[src/rtl/store_controller.sv]
// Store controller: turns byte/half/word stores at any byte address into one
// or two word-aligned memory beats with byte enables, under ack handshake.
module store_controller (
    input  logic        I_clk,
    input  logic        I_rst,
    input  logic        I_req,
    input  logic [2:0]  I_storesel,
    input  logic [31:0] I_addr,
    input  logic [31:0] I_data,
    output logic        O_busy,
    output logic        O_done,
    output logic        O_err,
    output logic        O_mem_we,
    output logic [31:0] O_mem_addr,
    output logic [31:0] O_mem_data,
    output logic [3:0]  O_mem_be,
    input  logic        I_mem_ack
);

    typedef enum logic [2:0] {
        IDLE  = 3'd0,
        BEAT0 = 3'd1,
        BEAT1 = 3'd2,
        DONE  = 3'd3,
        ERR   = 3'd4
    } state_t;

    localparam logic [2:0] SEL_SB = 3'b000;
    localparam logic [2:0] SEL_SH = 3'b001;
    localparam logic [2:0] SEL_SW = 3'b010;

    state_t      state;
    state_t      state_next;
    logic        sel_valid;
    logic        accept;
    logic [31:0] addr_q;
    logic [31:0] data_q;
    logic [2:0]  sel_q;
    logic [3:0]  mask4;
    logic [31:0] data_sz;
    logic [7:0]  be8;
    logic [63:0] data64;
    logic [31:0] base_addr;

    always_comb begin
        sel_valid = (I_storesel == SEL_SB) || (I_storesel == SEL_SH) ||
                    (I_storesel == SEL_SW);
        accept    = (state == IDLE) && I_req && sel_valid && !I_rst;
    end

    // NOTE: sequential state uses non-blocking assignments so every register
    // samples pre-edge values regardless of block ordering.
    always_ff @(posedge I_clk) begin
        if (I_rst) begin
            state <= IDLE;
        end else begin
            state <= state_next;
        end
    end

    // NOTE: the captured request is deliberately not reset; it is only read
    // in the beat states, which can be reached only through a fresh capture.
    always_ff @(posedge I_clk) begin
        if (accept) begin
            addr_q <= I_addr;
            data_q <= I_data;
            sel_q  <= I_storesel;
        end
    end

    // Spread the sized store across an 8-byte window starting at the
    // containing word; the upper half becomes the second beat if non-empty.
    always_comb begin
        mask4   = 4'b1111;
        data_sz = data_q;
        case (sel_q)
            SEL_SB: begin
                mask4   = 4'b0001;
                data_sz = {24'h0, data_q[7:0]};
            end
            SEL_SH: begin
                mask4   = 4'b0011;
                data_sz = {16'h0, data_q[15:0]};
            end
            default: begin
                mask4   = 4'b1111;
                data_sz = data_q;
            end
        endcase
        be8       = {4'b0000, mask4} << addr_q[1:0];
        data64    = {32'h0, data_sz} << {addr_q[1:0], 3'b000};
        base_addr = {addr_q[31:2], 2'b00};
    end

    // NOTE: every output and next-state is given a default first so no path
    // through the case statement can infer a latch.
    always_comb begin
        state_next = state;
        O_busy     = 1'b1;
        O_done     = 1'b0;
        O_err      = 1'b0;
        O_mem_we   = 1'b0;
        O_mem_addr = 32'h0;
        O_mem_data = 32'h0;
        O_mem_be   = 4'h0;
        case (state)
            IDLE: begin
                O_busy = 1'b0;
                if (I_req) begin
                    state_next = sel_valid ? BEAT0 : ERR;
                end
            end
            BEAT0: begin
                O_mem_we   = 1'b1;
                O_mem_addr = base_addr;
                O_mem_be   = be8[3:0];
                O_mem_data = data64[31:0];
                if (I_mem_ack) begin
                    state_next = (be8[7:4] != 4'h0) ? BEAT1 : DONE;
                end
            end
            BEAT1: begin
                O_mem_we   = 1'b1;
                O_mem_addr = base_addr + 32'd4;
                O_mem_be   = be8[7:4];
                O_mem_data = data64[63:32];
                if (I_mem_ack) begin
                    state_next = DONE;
                end
            end
            DONE: begin
                O_done     = 1'b1;
                state_next = IDLE;
            end
            ERR: begin
                O_err      = 1'b1;
                state_next = IDLE;
            end
            default: begin
                state_next = IDLE;
            end
        endcase
    end

endmodule

[config.mk]
export PLATFORM = sky130hd
export DESIGN_NAME = store_controller
export DESIGN_NICKNAME = d
export VERILOG_FILES = /design/src/rtl/store_controller.sv
export SDC_FILE = /design/constraint.sdc
export NUM_CORES = 1
export LEC_CHECK = 0
export CORE_MARGIN = 3
export CORE_UTILIZATION = 28
export CTS_CLUSTER_DIAMETER = 120
export DETAILED_ROUTE_END_ITERATION = 8
export GPL_TIMING_DRIVEN = 0
export PLACE_DENSITY = 0.49
export SETUP_SLACK_MARGIN = 0.02
export SLEW_MARGIN = 20
export SYNTH_ARGS = -nofsm -noshare
export SYNTH_HDL_FRONTEND = slang
export SYNTH_SLANG_ARGS = --single-unit
[constraint.sdc]
create_clock -name I_clk -period 19.6 [get_ports I_clk]
set_input_delay 4.9 -clock I_clk [delete_from_list [all_inputs] [get_ports I_clk]]
set_output_delay 4.9 -clock I_clk [all_outputs]
set_load 0.05 [all_outputs]
# Word level (Yosys, flattened, before mapping)
# Cells that the tools add are included.
dict set report word_totals {
  ff_bits 70
  inputBits 71
  out_inout_bits 72
  wordCells 44
}
dict set report classes {
  addsub 1
  eq_ne 10
  shifts 2
  muxes 15
  reduce_logical 12
}
# operator count
set ops {}
lappend ops {{$pmux W32 S2} 3}
lappend ops {{$shl A32 B5 Y64} 1}
lappend ops {{$add A32 B3 Y32 const B} 1}
lappend ops {{$pmux W4 S2} 2}
lappend ops {{$mux W3} 4}
lappend ops {{$eq A3 B1 Y1 const B} 3}
lappend ops {{$eq A3 B2 Y1 const B} 3}
lappend ops {{$logic_not A3 Y1} 3}
lappend ops {{$pmux W3 S3} 1}
lappend ops {{$shl A4 B2 Y8} 1}
lappend ops {{$ne A2 B2 Y1 const B} 3}
lappend ops {{$mux W1} 5}
lappend ops {{$reduce_bool A4 Y1} 1}
lappend ops {{$eq A3 B3 Y1 const B} 1}
lappend ops {{$logic_and A1 B1 Y1} 3}
lappend ops {{$reduce_and A3 Y1} 1}
lappend ops {{$logic_or A1 B1 Y1} 2}
lappend ops {{$reduce_or A2 Y1} 1}
lappend ops {{$logic_not A1 Y1} 1}

# Logic depth before layout (Yosys ltp)
# Gate-level depths: netlist of run 1.
dict set report depth {
  depth_word 7
  ltp_mapped 7
  ltp_nobuf 5
}

# Least setup slack after synthesis of run 1
# No wires, ideal clock.
dict set report synth_timing {
  path_kind {input to register}
  from {input I_storesel[0]}
  to {register addr_q[0] (enable)}
  setup_time_ns 0.575
  arrival_ns 9.720
  required_ns 19.025
  setup_slack_ns 9.305
  stages 3
  n_path_buf 0
  cell_sequence {a21oi_1 -> nand2_1 -> nor3_1}
}
dict set report synth_between {
  elab_chain_cells 5
  elab_cells_between_ends 7
  cone_classes {2 x eq/ne; 5 x reduce/logical}
}
# item line
set synth_rtl {}
lappend synth_rtl {{start: declaration} 7} ;# input logic [2:0] I_storesel,
lappend synth_rtl {{$eq A3 B1 Y1 or $logic_not A3 Y1 (tied branches)} 46} ;# sel_valid = (I_storesel == SEL_SB) || (I_storesel == SEL_SH) ||
lappend synth_rtl {{$logic_or A1 B1 Y1} 46}
lappend synth_rtl {{$logic_or A1 B1 Y1 *} 46}
lappend synth_rtl {{$logic_and A1 B1 Y1 * (2 in series)} 48} ;# accept = (state == IDLE) && I_req && sel_valid && !I_rst;
lappend synth_rtl {{via accept} 35} ;# logic accept;
lappend synth_rtl {{end signal: assignment} 65} ;# addr_q <= I_addr;
lappend synth_rtl {{end: declaration} 36} ;# logic [31:0] addr_q;
# The timed path passes the listed nets; every way through them passes the cells marked *.
# A chain may end at the register's enable or synchronous reset.

# Final worst setup path of run 1
dict set report layout_timing {
  from {register state[0]}
  to {output O_mem_data[0]}
}
dict set report layout_between {
  elab_chain_cells 2
  elab_cells_between_ends 3
  cone_classes {2 x eq/ne; 1 x mux}
}
# item line
set layout_rtl {}
lappend layout_rtl {{start: declaration} 32} ;# state_t state;
lappend layout_rtl {{start signal: assignment} 57} ;# state <= state_next;
lappend layout_rtl {{$eq A3 B2 Y1 or $eq A3 B1 Y1 (tied branches)} 106} ;# case (state)
lappend layout_rtl {{$pmux W32 S2 *} 106}
lappend layout_rtl {{end: declaration} 15} ;# output logic [31:0] O_mem_data,
# Every way passes the cells marked *; elsewhere a longest branch is shown, timed or not.

==> summary.txt, run 1 <==
outcome -> finished, final reports clean
worst-skew pair later-pin latency -> 340 ps
Relative slew margins -> 38.9%
Lkg Pwr -> 2.21 nW
clock skew -> 4.68 ps
Net Switching -> 0.201 mW
RR Startpoint -> state[2]
die area -> 16,800 um^2
Clock Power Share -> 33.1%
first-pass GRT wire length -> 24,300 um
largest net degree at the start of global routing -> 13
CTS max path bufs -> 2
DP HPWL -> 11,700 um
VDD IR-drop max -> 0.0476 mV
CP max FO -> 10
cell count of the worst hold path -> 2
Crit. Startpoint -> state[0]
initial DRC count -> 435
FF+latch count, synth -> 70
fillcell total -> 1,438
syn avg cell area -> 10.0 um^2
reg2reg end -> data_q[26]
buffer count from post-CTS setup fixing -> 0
hold_buf cts -> 0
CTS Buf Count -> 9
Initial Utilization -> 29.1%
crit-path max cell delay -> 820 ps
WS Path Type -> flip-flop to output pin
Fmax -> 120 MHz
die height -> 130 um
grt ovf -> 0
CTS tree -> built
Worst Hold Class -> flip-flop to flip-flop
Worst R2R Path Depth -> 7
IO Pins -> 143
Syn. warnings -> 0
# clock sinks -> 70
share of power burned in registers -> 31.3%
layout cells sized above 1 -> 10.7%
Worst R2R Setup Slack -> 17,300 ps
switching part of the total -> 35.5%
clk slew on worst S/H paths -> 60 ps
Port Buf Inserts -> 140
Final Hold Vio Count -> 0
crit path DAT -> 3460 ps
H-tree Lvls -> 3
sequential-to-total area share from yosys stat -> 48.3%
via-per-instance ratio -> 5.62
worst hold slack -> 562 ps
CP max-delay cell -> clkdlybuf4s50_1
Int Power -> 0.366 mW
Post-CTS Resized -> 0
Global Route Usage Sum -> 19.2%
core region area -> 14,800 um^2
initial antenna violation count -> 0
clock root cell -> clkbuf_16
Final Setup Violations -> 0
Yosys cell types -> 61
Setup TNS -> 0 ps
Worst Tran Pin Value -> 913 ps
MaxCap Viol Count -> 0
P&R area growth vs syn -> 47.6%
minimum clock period -> 8360 ps
Synth Instances -> 427
number of global-route vias before repair -> 4,134
post-DR wirelength/cell -> 21.2 um
crit path to -> O_mem_data[0]
Comb pwr share -> 35.6%
ant diodes -> 0
synthesized area -> 4290 um^2
pwr/cell area -> 89.5 nW/um^2
required time of the critical path -> 14,700 ps
post-route ant nets -> 0
crit start category -> flip-flop
DRT Pass-1 Iters -> 5
critical path endpoint category -> output pin
ordered list of cells on the worst path -> buf_4 -> nor3b_2 -> nand2_1 -> nor2_2 -> a221o_1 -> clkdlybuf4s50_1
RSZ-0062 raised after global routing -> no
asr flop ratio synth -> 0%
final slew viol count -> 0
ys flop type -> edfxtp_1
GP Congestion -> 0.829
Cell Rows -> 44
Tcrit/Tclk final -> 42.7%
Detailed Route WL -> 16,400 um
Final nets -> 658
vias -> 4,347
Post-synth EDFFs -> 67
DRC viols -> 0
die outline width -> 130 um
cell usage after synthesis, types with 3 or more instances:
library cell,instances,area (um^2)
a211o_1,5,43.8
a21oi_1,8,40.0
a221o_1,17,170
a22oi_1,3,22.5
a31o_2,5,43.8
a31oi_1,21,131
a32o_1,3,30.0
a32oi_1,8,70.1
a41oi_1,3,26.3
and2_1,5,31.3
and3_1,9,56.3
and3b_1,3,26.3
and4_1,9,78.8
buf_2,15,75.1
buf_4,5,37.5
clkbuf_1,12,45.0
clkbuf_2,3,15.0
dfxtp_1,3,60.1
edfxtp_1,67,2010
inv_1,5,18.8
mux2_2,4,45.0
mux2i_1,5,50.1
nand2_1,35,131
nand3_1,13,65.1
nand4_1,11,68.8
nor2_1,38,143
nor2b_1,8,50.1
nor3_1,13,65.1
nor4_1,4,25.0
o21a_1,4,30.0
o21ai_0,31,155
o22ai_1,3,18.8
o311ai_0,4,35.0
o31ai_1,9,67.6
cell families after synthesis:
kind of cell               share of synthesized area [%]
DFF                                                 48.3
buffers and inverters                               5.16
AOI/OAI and AO/OA                                   22.9
other                                             0.0875
muxes                                               2.22
adders and majority gates                          0.292
and+or+nand+nor                                     21.0
routing by layer:
metal	up-vias	share of wire, %	GRT usage [%]
met5	-	0	0
met4	0	1.9	6.23
met3	23	7.8	4.34
met2	236	44	28.3
met1	2067	47	27.8
li1	2021	-	-
state kept, by name (all words and copies together), names as in the netlist:
signal / cells
data_q: 32
state: 3
addr_q: 32
sel_q: 3
stage by stage:
stage               setup WS [ps]  total power, mW  instances  util (%)  cell area, um^2
floorplan                    9300            0.305        428         -             4290
global placement             6240            0.381        752      40.1             5920
detailed placement          11620            0.381        759      40.6             5990
CTS                         11230            0.572        774      42.9             6330
global route                11100            0.589        774      42.9             6330
finish                      11240            0.567        774      42.9             6330
layout make-up:
| cell class | instances | area [um^2] | area share (%) |
|---|---|---|---|
| multi-input cells | 314 | 2000 | 31.7 |
| well taps | 184 | 230 | 3.64 |
| inverters | 6 | 22.5 | 0.356 |
| flip-flops and latches | 70 | 2070 | 32.7 |
| clock buffers | 9 | 225 | 3.56 |
| clock inverters | 6 | 111 | 1.76 |
| repair buffers | 147 | 1470 | 23.2 |
| plain buffers | 38 | 199 | 3.14 |
power groups by stage:
| stage | Sequential, mW | Combinational [mW] | Clock (mW) |
|---|---|---|---|
| global route | 0.178 | 0.212 | 0.199 |
| finish | 0.177 | 0.202 | 0.187 |
| floorplan | 0.179 | 0.125 | 0 |
| CTS | 0.177 | 0.202 | 0.192 |
| global placement | 0.182 | 0.199 | 0 |
| detailed placement | 0.180 | 0.201 | 0 |
critical path, delay by kind of cell, from the launching register on:
family,cells,cell delay [ps]
compound gates,1,290
flops,1,330
simple gates,3,1490
buf+inv,2,1000
how the worst min path moves through the flow:
stage,startpoint,end,slack [ps]
global route,state[2],state[1],600
floorplan,state[2],state[1],520
detailed placement,state[2],state[1],560
finish,state[2],state[1],560
CTS,state[2],state[1],570
global placement,state[2],state[1],540
placed cells by master (no fill, tap or decap), types with 4 or more instances in the layout:
cell type        netlist  layout
clkdlybuf4s50_1        0     140
and2_1                 5       5
mux2_2                 4       4
nor4_1                 4       4
nor3_1                13      12
inv_1                  5       5
a31oi_1               21      21
a221o_1               17      17
and3_1                 9       9
edfxtp_1              67      67
o21ai_0               31      31
o311ai_0               4       4
buf_6                  2       5
a31o_2                 5       5
buf_4                  5       9
o31ai_1                9       9
nand4_1               11      11
nand2_1               35      35
clkbuf_1              12      12
buf_2                 15      15
a21oi_1                8       8
nand3_1               13      13
o21a_1                 4       4
nor2_1                38      38
mux2i_1                5       5
a211o_1                5       5
a32oi_1                8       8
nor2b_1                8       8
and4_1                 9       9
clkbuf_16              0       9
Note: power is estimated with default switching activity, not from simulation.
==> inputs of run 2 (changes only) <==
--- a/config.mk
+++ b/config.mk
@@ -10,7 +10,7 @@
 export CTS_CLUSTER_DIAMETER = 120
 export DETAILED_ROUTE_END_ITERATION = 8
 export GPL_TIMING_DRIVEN = 0
-export PLACE_DENSITY = 0.49
+export PLACE_DENSITY = 0.51
 export SETUP_SLACK_MARGIN = 0.02
 export SLEW_MARGIN = 20
 export SYNTH_ARGS = -nofsm -noshare
==> constraint.sdc (replaced) <==
create_clock -name I_clk -period 7.25 [get_ports I_clk]
set_input_delay 1.8125 -clock I_clk [delete_from_list [all_inputs] [get_ports I_clk]]
set_output_delay 1.8125 -clock I_clk [all_outputs]
set_load 0.05 [all_outputs]
==> run 2 against run 1 <==
Compared with the run above:
- combinational power grew to 2.7 times the previous value
- clock skew grew 7.9 ps
- register-to-register slack lost 12000 ps
- largest power group unchanged
- highest routed layer is now met5
==> summary.txt, run 2 (synthesized netlist as in run 1, its figures left out) <==
initial DRC count -> 527 (was 435)
DRC viols -> 0 (unchanged)
number of global-route vias before repair -> 4,172 (was 4,134)
buffer count from post-CTS setup fixing -> 0 (unchanged)
crit start category -> flip-flop (unchanged)
H-tree Lvls -> 3 (unchanged)
clock root cell -> clkbuf_16 (unchanged)
Detailed Route WL -> 16,000 um (was 16,400 um)
Final Setup Violations -> 0 (unchanged)
most frequent cells in the layout -> clkdlybuf4s50_1, edfxtp_1, nor2_1, nand2_1, o21ai_0 (unchanged)
cell count of the worst hold path -> 2 (unchanged)
RR Startpoint -> state[1] (was state[2])
die outline width -> 130 um (unchanged)
die height -> 130 um (unchanged)
hold_buf cts -> 0 (unchanged)
Lkg Pwr -> 2.19 nW (was 2.21 nW)
Regs by FF count -> addr_q x32, data_q x32 (unchanged)
CTS Buf Count -> 9 (unchanged)
Post-CTS Resized -> 0 (unchanged)
critical path endpoint category -> output pin (unchanged)
placed instance count -> 759 (unchanged)
core region area -> 14,800 um^2 (unchanged)
most common cell after layout, fill and taps aside -> clkdlybuf4s50_1 (unchanged)
worst-skew pair later-pin latency -> 350 ps (was 340 ps)
clock skew -> 12.6 ps (was 4.68 ps)
Layout Cells excl Fill -> 775 (was 774)
reg2reg end -> data_q[6] (was data_q[26])
DRT Pass-1 Iters -> 5 (unchanged)
via-per-instance ratio -> 5.66 (was 5.62)
VDD IR-drop max -> 0.169 mV (was 0.0476 mV)
Worst R2R Setup Slack -> 5050 ps (was 17,300 ps)
clk slew on worst S/H paths -> 50 ps (was 60 ps)
Global Route Usage Sum -> 18.6% (was 19.2%)
GP Congestion -> 0.810 (was 0.829)
DP HPWL -> 11,600 um (was 11,700 um)
Setup TNS -> 0 ps (unchanged)
Worst R2R Path Depth -> 7 (unchanged)
final slew viol count -> 0 (unchanged)
post-route ant nets -> 0 (unchanged)
CTS max path bufs -> 2 (unchanged)
Fmax -> 193 MHz
Tcrit/Tclk final -> 71.5%
WS Path Type -> flip-flop to output pin (unchanged)
Cell Rows -> 44 (unchanged)
Worst Tran Pin Value -> 829 ps (was 913 ps)
die area -> 16,800 um^2 (unchanged)
pwr/cell area -> 235 nW/um^2 (was 89.5 nW/um^2)
Worst Hold Class -> flip-flop to flip-flop (unchanged)
RSZ-0062 raised after global routing -> no (unchanged)
Initial Utilization -> 29.1% (unchanged)
grt ovf -> 0 (unchanged)
minimum clock period -> 5180 ps
CTS tree -> built (unchanged)
P&R area growth vs syn -> 46.6% (was 47.6%)
Hold Path End -> state[1] (unchanged)
initial antenna violation count -> 1 (was 0)
layout cells sized above 1 -> 10.8% (was 10.7%)
crit-path max cell delay -> 840 ps (was 820 ps)
# clock sinks -> 70 (unchanged)
Crit path max-delay family -> simple AND/OR/NAND/NOR gates (unchanged)
IO Pins -> 143 (unchanged)
Port Buf Inserts -> 140 (unchanged)
Final nets -> 658 (unchanged)
vias -> 4,388 (was 4,347)
fillcell total -> 1,452 (was 1,438)
CP max-delay cell -> clkdlybuf4s50_1 (unchanged)
CP max FO -> 10 (unchanged)
first-pass GRT wire length -> 23,700 um (was 24,300 um)
largest net degree at the start of global routing -> 14 (was 13)
post-DR wirelength/cell -> 20.7 um (was 21.2 um)
Final Hold Vio Count -> 0 (unchanged)
ordered list of cells on the worst path -> buf_4 -> nor3b_2 -> nand2_1 -> nor2_2 -> a221o_1 -> clkdlybuf4s50_1 (unchanged)
MaxCap Viol Count -> 0 (unchanged)
crit path DAT -> 3370 ps (was 3460 ps)
ant diodes -> 0 (unchanged)
outcome -> finished, final reports clean (unchanged)
Buf/Inv on CP -> 2 (unchanged)
HP Start -> state[2] (unchanged)
required time of the critical path -> 5440 ps (was 14,700 ps)
Relative slew margins -> 44.5% (was 38.9%)
run 2: cell count changes in the layout (fill, tap and decap cells not counted), sizes merged:
cell      previous run  this run
bufinv               3         1
clkinv               4         3
clkinvlp             0         1
inv                  5         7
clkbuf              24        25
run 2: area by class of cell:
cell class / instances / area [um^2] / area share, %
multi-input cells: 314 / 2000 / 31.9
inverters: 6 / 22.5 / 0.358
flip-flops and latches: 70 / 2070 / 33.0
well taps: 184 / 230 / 3.66
repair buffers: 147 / 1460 / 23.2
clock inverters: 6 / 68.8 / 1.09
clock buffers: 10 / 229 / 3.64
plain buffers: 38 / 199 / 3.16
run 2: how the worst max path moves through the flow:
stage,startpoint,endpoint,slack [ps],cells after the start
after floorplan,I_storesel[0],addr_q[0],40,3
after global placement,I_storesel[0],data_q[26],-2660,4
after detailed placement,state[0],O_mem_data[0],2420,6
after CTS,state[0],O_mem_data[0],2050,6
after global routing,state[0],O_mem_data[0],1900,6
final,state[0],O_mem_data[0],2070,6
run 2: routing by layer:
metal	global-route usage, %	part of all wire, %	vias up
met5	0	0.056	-
met4	4.58	1.2	2
li1	-	-	2011
met3	5.12	7.5	17
met1	25.7	45	2133
met2	29.2	46	225
run 2: report_power, final:
group,switching (mW),total [mW],internal (mW)
sequential,0.0136,0.479,0.465
combinational,0.355,0.544,0.189
clock,0.183,0.452,0.269
run 2: through the flow:
step           instance area [um^2]  worst slack (ps)  power, mW  util [%]  hold slack, ps
4_1_cts                        6290              2050       1.49      42.6             558
3_5_place_dp                   5990              2420       1.03      40.6             550
3_3_place_gp                   5920             -2660       1.03      40.1             542
6_report                       6290              2070       1.47      42.6             555
5_1_grt                        6290              1900       1.54      42.6             576
2_1_floorplan                  4290              42.1      0.823         -             522
run 2: worst min-delay path: stages, from the launching register on:
cell      delay (ps)
dfxtp_1          320
buf_6            130
a211oi_1          50
==> inputs of run 3 (changes only) <==
==> constraint.sdc (replaced) <==
create_clock -name I_clk -period 4.4 [get_ports I_clk]
set_input_delay 1.1 -clock I_clk [delete_from_list [all_inputs] [get_ports I_clk]]
set_output_delay 1.1 -clock I_clk [all_outputs]
set_load 0.05 [all_outputs]
==> run 3 against run 2 <==
Compared with the run above:
- first-iteration DRC count fell by 18%
- largest cell class unchanged
- highest routed layer is now met4
- final area stayed put
- critical path type unchanged
- clock skew is 7.9 ps lower
- total power rose by 63%
- combinational power increased by 65%
==> summary.txt, run 3 (synthesized netlist as in run 1, its figures left out) <==
Worst R2R Setup Slack -> 2260 ps (was 5050 ps)
DRT Pass-1 Iters -> 6 (was 5)
Worst Hold Class -> flip-flop to flip-flop (unchanged)
Layout Cells excl Fill -> 772 (was 775)
RR Startpoint -> state[1] (unchanged)
WS Path Type -> flip-flop to output pin (unchanged)
placed instance count -> 756 (was 759)
Final Hold Vio Count -> 0 (unchanged)
clk slew on worst S/H paths -> 50 ps (about the same)
Final nets -> 655 (was 658)
Fmax -> 233 MHz
CP max FO -> 10 (unchanged)
post-DR wirelength/cell -> 20.2 um (was 20.7 um)
die height -> 130 um (unchanged)
critical path endpoint category -> output pin (unchanged)
most common cell after layout, fill and taps aside -> clkdlybuf4s50_1 (unchanged)
largest net degree at the start of global routing -> 19 (was 14)
minimum clock period -> 4290 ps
required time of the critical path -> 3300 ps (was 5440 ps)
MaxCap Viol Count -> 0 (unchanged)
initial antenna violation count -> 0 (was 1)
layout cells sized above 1 -> 10.0% (was 10.8%)
die outline width -> 130 um (unchanged)
crit start category -> flip-flop (unchanged)
Cell Rows -> 44 (unchanged)
core region area -> 14,800 um^2 (unchanged)
fillcell total -> 1,430 (was 1,452)
die area -> 16,800 um^2 (unchanged)
clock skew -> 4.75 ps (was 12.6 ps)
Regs by FF count -> addr_q x32, data_q x32 (unchanged)
Worst Tran Pin Value -> 731 ps (was 829 ps)
pwr/cell area -> 382 nW/um^2 (was 235 nW/um^2)
DP HPWL -> 11,400 um (was 11,600 um)
clock root cell -> clkbuf_16 (unchanged)
most frequent cells in the layout -> clkdlybuf4s50_1, edfxtp_1, nor2_1, nand2_1, o21ai_0 (unchanged)
Relative slew margins -> 51.0% (was 44.5%)
worst-skew pair later-pin latency -> 340 ps (was 350 ps)
post-route ant nets -> 0 (unchanged)
Final Setup Violations -> 0 (unchanged)
vias -> 4,311 (was 4,388)
Post-CTS Resized -> 2 (was 0)
initial DRC count -> 432 (was 527)
hold_buf cts -> 0 (unchanged)
first-pass GRT wire length -> 23,400 um (was 23,700 um)
Global Route Usage Sum -> 18.5% (was 18.6%)
Lkg Pwr -> 2.17 nW (was 2.19 nW)
Initial Utilization -> 29.1% (unchanged)
# clock sinks -> 70 (unchanged)
number of global-route vias before repair -> 4,140 (was 4,172)
Worst R2R Path Depth -> 6 (was 7)
RSZ-0062 raised after global routing -> no (unchanged)
DRC viols -> 0 (unchanged)
Crit. Startpoint -> state[0] (unchanged)
worst hold slack -> 568 ps (was 555 ps)
buffer count from post-CTS setup fixing -> 0 (unchanged)
CP max-delay cell -> clkdlybuf4s50_1 (unchanged)
via-per-instance ratio -> 5.58 (was 5.66)
IO Pins -> 143 (unchanged)
P&R area growth vs syn -> 46.6% (unchanged)
grt ovf -> 0 (unchanged)
Tcrit/Tclk final -> 97.5%
reg2reg end -> data_q[10] (was data_q[6])
crit path to -> O_mem_data[4] (was O_mem_data[0])
crit-path max cell delay -> 830 ps (was 840 ps)
fin area -> 6290 um^2 (unchanged)
crit path DAT -> 3190 ps (was 3370 ps)
H-tree Lvls -> 3 (unchanged)
ant diodes -> 0 (unchanged)
outcome -> finished, final reports clean (unchanged)
Port Buf Inserts -> 140 (unchanged)
CTS Buf Count -> 9 (unchanged)
dpl cell area -> 5990 um^2 (about the same)
CTS max path bufs -> 2 (unchanged)
CTS tree -> built (unchanged)
ordered list of cells on the worst path -> buf_4 -> nor3b_4 -> nand2_1 -> nor2_2 -> a221o_1 -> clkdlybuf4s50_1 (was buf_4 -> nor3b_2 -> nand2_1 -> nor2_2 -> a221o_1 -> clkdlybuf4s50_1)
GP Congestion -> 0.845 (was 0.810)
final slew viol count -> 0 (unchanged)
VDD IR-drop max -> 0.235 mV (was 0.169 mV)
Detailed Route WL -> 15,600 um (was 16,000 um)
[run 3: how the worst min path moves through the flow]
stage                  start  endpoint  slack, ps  cells after the start
floorplan           state[2]  state[1]        520                      2
global placement    state[2]  state[1]        550                      2
global route        state[2]  state[1]        610                      2
detailed placement  state[2]  state[1]        550                      2
CTS                 state[2]  state[1]        570                      2
finish              state[2]  state[1]        570                      2
[run 3: metal layers]
metal | wire length, um | part of all wire [%] | global-route usage [%]
met5 | 0 | 0 | 0
met3 | 1200 | 7.7 | 5.89
met2 | 7220 | 46 | 28.5
met4 | 201 | 1.3 | 5.26
met1 | 7000 | 45 | 25.1
[run 3: stage by stage]
| stage | total power [mW] | setup TNS [ps] | utilization (%) | setup slack, ps |
|---|---|---|---|---|
| after global routing | 2.50 | 0 | 42.6 | 20.5 |
| after detailed placement | 1.70 | 0 | 40.6 | 282 |
| final | 2.40 | 0 | 42.6 | 109 |
| after global placement | 1.69 | -22710 | 40.2 | -344 |
| after CTS | 2.43 | 0 | 42.6 | 121 |
| after floorplan | 1.36 | 0 | - | 943 |
[run 3: cell type report]
cell class / count / area [um^2] / area share [%]
Tap cell: 184 / 230 / 3.66
Buffer: 38 / 199 / 3.16
Multi-Input combinational cell: 314 / 2020 / 32.1
Clock buffer: 11 / 233 / 3.70
Sequential cell: 70 / 2070 / 33.0
Timing Repair Buffer: 144 / 1460 / 23.2
Inverter: 6 / 22.5 / 0.358
Clock inverter: 5 / 50.0 / 0.796
[run 3: worst max-delay path: cells and delay by family (launching register included)]
| family | cells | cell delay [ps] |
|---|---|---|
| simple gates | 3 | 1250 |
| compound gates | 1 | 290 |
| buf+inv | 2 | 1000 |
| flops | 1 | 320 |
[run 3: where the power goes]
group	total, mW	switching [mW]	internal, mW
registers	0.789	0.0221	0.766
clock network	0.713	0.279	0.434
logic	0.900	0.586	0.315
